`config.mk`:
```
export PLATFORM = sky130hd
export DESIGN_NAME = control_unit
export DESIGN_NICKNAME = d
export VERILOG_FILES = /design/src/rtl/control_unit.sv
export SDC_FILE = /design/constraint.sdc
export NUM_CORES = 1
export LEC_CHECK = 0
export ABC_AREA = 1
export CELL_PAD_IN_SITES_DETAIL_PLACEMENT = 2
export CELL_PAD_IN_SITES_GLOBAL_PLACEMENT = 2
export CORE_ASPECT_RATIO = 1.75
export CORE_MARGIN = 2
export CORE_UTILIZATION = 15
export DETAILED_ROUTE_END_ITERATION = 8
export MAX_ROUTING_LAYER = met4
export PLACE_DENSITY_LB_ADDON = 0.1
export SETUP_SLACK_MARGIN = 0.02
export SLEW_MARGIN = 20
export SYNTH_ARGS = -nofsm -noshare
export SYNTH_HDL_FRONTEND = slang
export SYNTH_SLANG_ARGS = --single-unit
```
`constraint.sdc`:
```
create_clock -name clk -period 1 [get_ports clk]
set_clock_uncertainty 0.05 [all_clocks]
set_input_delay 0.1 -clock clk [delete_from_list [all_inputs] [get_ports clk]]
set_output_delay 0.1 -clock clk [all_outputs]
set_load 0.03 [all_outputs]
```
`src/rtl/control_unit.sv`:
```
// Multi-cycle control FSM for the K&S processor: sequences fetch, decode and
// execute phases and drives Moore data-path strobes from the current state.
package k_and_s_pkg;
  typedef enum logic [3:0] {
    I_NOP    = 4'd0,
    I_LOAD   = 4'd1,
    I_STORE  = 4'd2,
    I_MOVE   = 4'd3,
    I_ADD    = 4'd4,
    I_SUB    = 4'd5,
    I_AND    = 4'd6,
    I_OR     = 4'd7,
    I_BRANCH = 4'd8,
    I_BZERO  = 4'd9,
    I_BNZERO = 4'd10,
    I_BNEG   = 4'd11,
    I_BNNEG  = 4'd12,
    I_BOV    = 4'd13,
    I_BNOV   = 4'd14,
    I_HALT   = 4'd15
  } decoded_instruction_type;
endpackage

module control_unit
  import k_and_s_pkg::*;
(
  input  logic                    clk,
  input  logic                    rst_n,
  input  decoded_instruction_type decoded_instruction,
  input  logic                    zero_op,
  input  logic                    neg_op,
  input  logic                    unsigned_overflow,
  input  logic                    signed_overflow,
  output logic                    branch,
  output logic                    pc_enable,
  output logic                    ir_enable,
  output logic                    addr_sel,
  output logic                    c_sel,
  output logic [1:0]              operation,
  output logic                    write_reg_enable,
  output logic                    flags_reg_enable,
  output logic                    ram_write_enable,
  output logic                    halt
);

  typedef enum logic [3:0] {
    S_FETCH, S_DECODE, S_LOAD_RD, S_LOAD_WR, S_STORE,
    S_ALU, S_MOVE, S_BRANCH, S_HALT
  } state_t;

  state_t state_q, state_d;

  // Unsigned overflow is latched by the data path but never steers branching.
  logic unused_uov;
  assign unused_uov = unsigned_overflow;

  always_comb begin
    state_d = S_FETCH;
    case (state_q)
      S_FETCH:   state_d = S_DECODE;
      S_DECODE: begin
        case (decoded_instruction)
          I_LOAD:                       state_d = S_LOAD_RD;
          I_STORE:                      state_d = S_STORE;
          I_MOVE:                       state_d = S_MOVE;
          I_ADD, I_SUB, I_AND, I_OR:    state_d = S_ALU;
          I_HALT:                       state_d = S_HALT;
          I_BRANCH:                     state_d = S_BRANCH;
          I_BZERO:  if (zero_op)          state_d = S_BRANCH;
          I_BNZERO: if (!zero_op)         state_d = S_BRANCH;
          I_BNEG:   if (neg_op)           state_d = S_BRANCH;
          I_BNNEG:  if (!neg_op)          state_d = S_BRANCH;
          I_BOV:    if (signed_overflow)  state_d = S_BRANCH;
          I_BNOV:   if (!signed_overflow) state_d = S_BRANCH;
          default:                      state_d = S_FETCH;
        endcase
      end
      S_LOAD_RD: state_d = S_LOAD_WR;
      S_HALT:    state_d = S_HALT;
      default:   state_d = S_FETCH;
    endcase
  end

  always_ff @(posedge clk) begin
    if (rst_n) state_q <= S_FETCH;
    else       state_q <= state_d;
  end

  always_comb begin
    branch           = 1'b0;
    pc_enable        = 1'b0;
    ir_enable        = 1'b0;
    addr_sel         = 1'b1;
    c_sel            = 1'b0;
    operation        = 2'b00;
    write_reg_enable = 1'b0;
    flags_reg_enable = 1'b0;
    ram_write_enable = 1'b0;
    halt             = 1'b0;
    case (state_q)
      S_FETCH:   ir_enable = 1'b1;
      S_DECODE:  pc_enable = 1'b1;
      S_LOAD_RD: addr_sel  = 1'b0;
      S_LOAD_WR: begin
        addr_sel         = 1'b0;
        write_reg_enable = 1'b1;
      end
      S_STORE: begin
        addr_sel         = 1'b0;
        ram_write_enable = 1'b1;
      end
      S_ALU: begin
        c_sel            = 1'b1;
        write_reg_enable = 1'b1;
        flags_reg_enable = 1'b1;
        case (decoded_instruction)
          I_ADD:   operation = 2'b01;
          I_SUB:   operation = 2'b10;
          I_AND:   operation = 2'b11;
          default: operation = 2'b00;
        endcase
      end
      S_MOVE: begin
        c_sel            = 1'b1;
        write_reg_enable = 1'b1;
      end
      S_BRANCH: begin
        addr_sel  = 1'b0;
        branch    = 1'b1;
        pc_enable = 1'b1;
      end
      S_HALT:    halt = 1'b1;
      default:   ir_enable = 1'b1;
    endcase
  end

endmodule

```
Word level (Yosys, flattened, before mapping) --
Cells that the tools add are included.
Word-level totals: bits in registers 4, input port bits 10, output and inout port bits 11, logic and storage cells 50
Operators by class: equal/unequal tests 23, muxes and demuxes 19, reduce and logical (&&, ||, !) cells 7
Operators with widths (number):
- case mux 4 bit (12 select lines) | 1
- == test 4 bit, second input constant | 9
- == test 4 x 3 -> 1 bit, second input constant | 8
- two-way mux 3 bit | 6
- == test 4 x 2 -> 1 bit, second input constant | 4
- case mux 4 bit (4 select lines) | 1
- two-way mux 1 bit | 9
- == test 4 x 1 -> 1 bit, second input constant | 2
- OR reduction 4 bit | 2
- OR reduction 8 bit | 1
- case mux 2 bit (3 select lines) | 1
- logical NOT 4 bit | 1
- OR reduction 2 bit | 2
- OR reduction 3 bit | 1
- two-way mux 2 bit | 1

Logic depth before layout (Yosys ltp) --
depth after elaboration 4, mapped depth 9

Worst setup path before layout --
Ideal clock, no wire load.
kind reg-to-output, from reg state_q[2], to out operation[1], data arrival time 1.655 ns, required time 0.850 ns, path slack -0.805 ns, stages on the path, launching flop included 7, cells stage by stage dfxtp_1 > inv_2 > nor2_2 > inv_2 > nor3_4 > nand3_1 > nor3_1
Between the ends: longest elaborated chain between the ends 2
Ends and longest elaborated chain:
- from (decl) | line 51 | state_t state_q, state_d;
- from (signal assigned) | line 86 | else state_q <= state_d;
- == test 4 x 3 -> 1 bit | line 100 | case (state_q)
- two-way mux 2 bit | line 100
- to (decl) | line 39 | output logic [1:0] operation,
Every way passes these cells.

Worst setup path after layout --
from reg state_q[3], to out operation[1]
Same word-level chain as after synthesis.

==> metrics.csv <==
metric;value;unit
Synth warnings;0;
largest net degree at the start of global routing;8;
Largest regs;state_q: 4 flops;
row count;25;
grt total ovfl;0;
RSZ-0062 raised after global routing;yes;
routability cong.;0.744;
post-route minimum period;1.50;ns
CTS Buf Count;3;
hpwl dp;1540;µm
Worst VDD drop;0.000397;V
synthesized cell area;424;µm²
Distinct cells, synth;19;
measured slew at the worst slew-check pin;0.240;ns
fin crit share;150;%
die area;0.00329;mm²
clock transition at the registers of the reported paths;0.03;ns
final hold violation count;0;
slowest CP cell;dfxtp_4;
Worst Setup SP;state_q[3]$_SDFF_PP0_;
failing checks;negative setup slack;
CTS H-tree lvls;1;
critical path type;flip-flop to primary output;
post-synth top area share;18.9;%
Vias per Instance;4.49;
effective utilization at floorplan;15.8;%
Biggest register;state_q;
Pleak;0.493;nW
hold slack;0.367;ns
Post-Syn Area per Cell;5.44;µm²
Routed wire per std cell;12.9;µm
Core ar.;0.00269;mm²
M1 WL;572;µm
diodes inserted;0;
synthesized instance count;78;
Area growth, synth to finish;147;%
Finish-stage setup viols;15;
top sig layer;met4;
Crit path largest cell delay;0.34;ns
nets@finish;137;
Crit path buffers/inverters;2;
vias in the first global route;736;
CTS Hold Bufs;0;
Port Buf Inserts;19;
Crit path top cell by count;nor3_4;
Placed Area;774;µm²
final wirelength;1980;µm
root buffer cell;clkbuf_8;
Finished Layout Cells;153;
WL met2;1280;µm
Cells after DPL;140;
layout cell share with drive strength beyond 1;61.1;%
crit path launch type;flip-flop;
RR Startpoint;state_q[3]$_SDFF_PP0_;
Die Wd;44.2;µm
Synth Net Count;88;
GRT Util Overall;13.9;%
latest clock arrival within the worst-skew pair;0.22;ns
max-slew violations;0;
ANT nets after route;0;
DRC violations left;0;
initial antenna violation count;0;
io pins;21;
CP max FO;2;
largest area contributor in the netlist;dfxtp_1;
worst hold path class;input port to flip-flop;
MaxCap Viol Count;0;
DRT iter0 DRCs;2;
via count;687;
max FFs per register;4;
fmax;665;MHz
CTS tree;built;
first-pass GRT wire length;3200;µm
Worst EP required;0.85;ns
Arrival @ worst endpoint;1.35;ns
DR pass1 iterations;2;
Max-slew headroom;84.0;%
Pwr Density;1060;mW/mm²
Max Root-Sink Buffers;2;
Met3 Wirelength;55;µm
CTS Sinks;4;
CP delay by family, top;simple AND/OR/NAND/NOR gates;
Die Y;74.3;µm
cells taking the most area after synthesis;dfxtp_1, nand2_1, inv_1, nor2_1, nand3_1;
sequential area share after synthesis;18.9;%
Final Cell Area;0.00105;mm²
crit end category;primary output;
Hold Path Origin;decoded_instruction[3];
setup ws final;-0.504;ns
status;finished, violations left;
CP cell instances;nor2_4 > inv_2 > nor3_4 > nand3_2 > nor3_4 > buf_6;
setup TNS;-5.46;ns
FF+latch count, synth;4;
-- metal layers --
metal / up-vias / GRT usage [%]
met1: 325 / 12.0
met5: - / -
met3: 7 / 0.728
met2: 18 / 27.5
li1: 337 / -
met4: 0 / 8.42
-- kinds of logic after synthesis --
family / Yosys count / share of synthesized area [%]
flops: 4 / 18.9
buf+inv: 18 / 18.0
simple gates: 48 / 52.8
compound gates: 8 / 10.3
-- repair_timing --
item                       in CTS  in global routing
resized for setup              34                 14
buffers inserted                5                  6
setup endpoints to repair      15                 15
pin swaps                       7                  4
-- path summary, 6_finish.rpt --
| kind | slack, ns | endpoint | depth (start not counted) |
|---|---|---|---|
| setup / recovery | -0.50 | operation[1] | 6 |
| hold / removal | 0.37 | state_q[2]$_SDFF_PP0_ | 4 |
| setup reg to reg | -0.29 | state_q[2]$_SDFF_PP0_ | 8 |
| hold reg to reg | 0.69 | state_q[0]$_SDFF_PP0_ | 4 |
-- per-stage QoR --
step / worst slack (ns) / total power, W / util, %
2_1_floorplan: -0.485 / 0.000396 / -
5_1_grt: -0.593 / 0.00117 / 38.9
3_5_place_dp: -0.464 / 0.000587 / 28.8
4_1_cts: -0.525 / 0.00104 / 36.0
3_3_place_gp: -0.469 / 0.000577 / 28.8
6_report: -0.504 / 0.00111 / 38.9
-- cell usage after synthesis, drive strengths merged --
library cell,n
a31oi,2
dfxtp,4
nand4,1
inv,15
clkinv,2
nor3,4
nand3,6
buf,1
nor2,16
o22ai,1
a21oi,3
nand2,21
o21ai,2
-- placed cells by master (no fill, tap or decap) --
| cell | n |
|---|---|
| nand2_4 | 2 |
| nand3_1 | 4 |
| clkbuf_8 | 3 |
| inv_2 | 6 |
| nand4_1 | 1 |
| dfxtp_4 | 2 |
| clkinv_2 | 1 |
| o21ai_2 | 1 |
| nand2_1 | 17 |
| nor3_2 | 1 |
| clkdlybuf4s50_1 | 4 |
| dfxtp_2 | 2 |
| dlygate4sd2_1 | 4 |
| nor3_4 | 3 |
| nor2_1 | 6 |
| nor2_4 | 6 |
| buf_6 | 14 |
| inv_1 | 9 |
| o21ai_4 | 1 |
| nand2_2 | 2 |
| clkinv_4 | 1 |
| nand3_2 | 2 |
| a21oi_1 | 2 |
| a31oi_1 | 1 |
| a31oi_4 | 1 |
| nor2_2 | 4 |
| a21oi_2 | 1 |
| clkbuf_1 | 1 |
| o22ai_2 | 1 |
| buf_4 | 23 |
-- area by class of cell --
class	count	area [µm²]
well taps	27	33.8
repair buffers	45	405
flip-flops and latches	4	90.1
inverters	17	70.1
fillers	313	1640
clock buffers	4	45.0
multi-input cells	56	403
-- where the power goes --
group,internal (W),switching (W),total [W]
clock network,0.000274,0.0000990,0.000373
registers,0.000172,0.0000149,0.000187
logic,0.000259,0.000294,0.000552
-- tightest hold or removal path, delay by kind of cell --
family / cells / cell delay (ns)
simple gates: 2 / 0.17
buf+inv: 1 / 0.26
compound gates: 1 / 0.06
(Power assumes the default switching activity.)
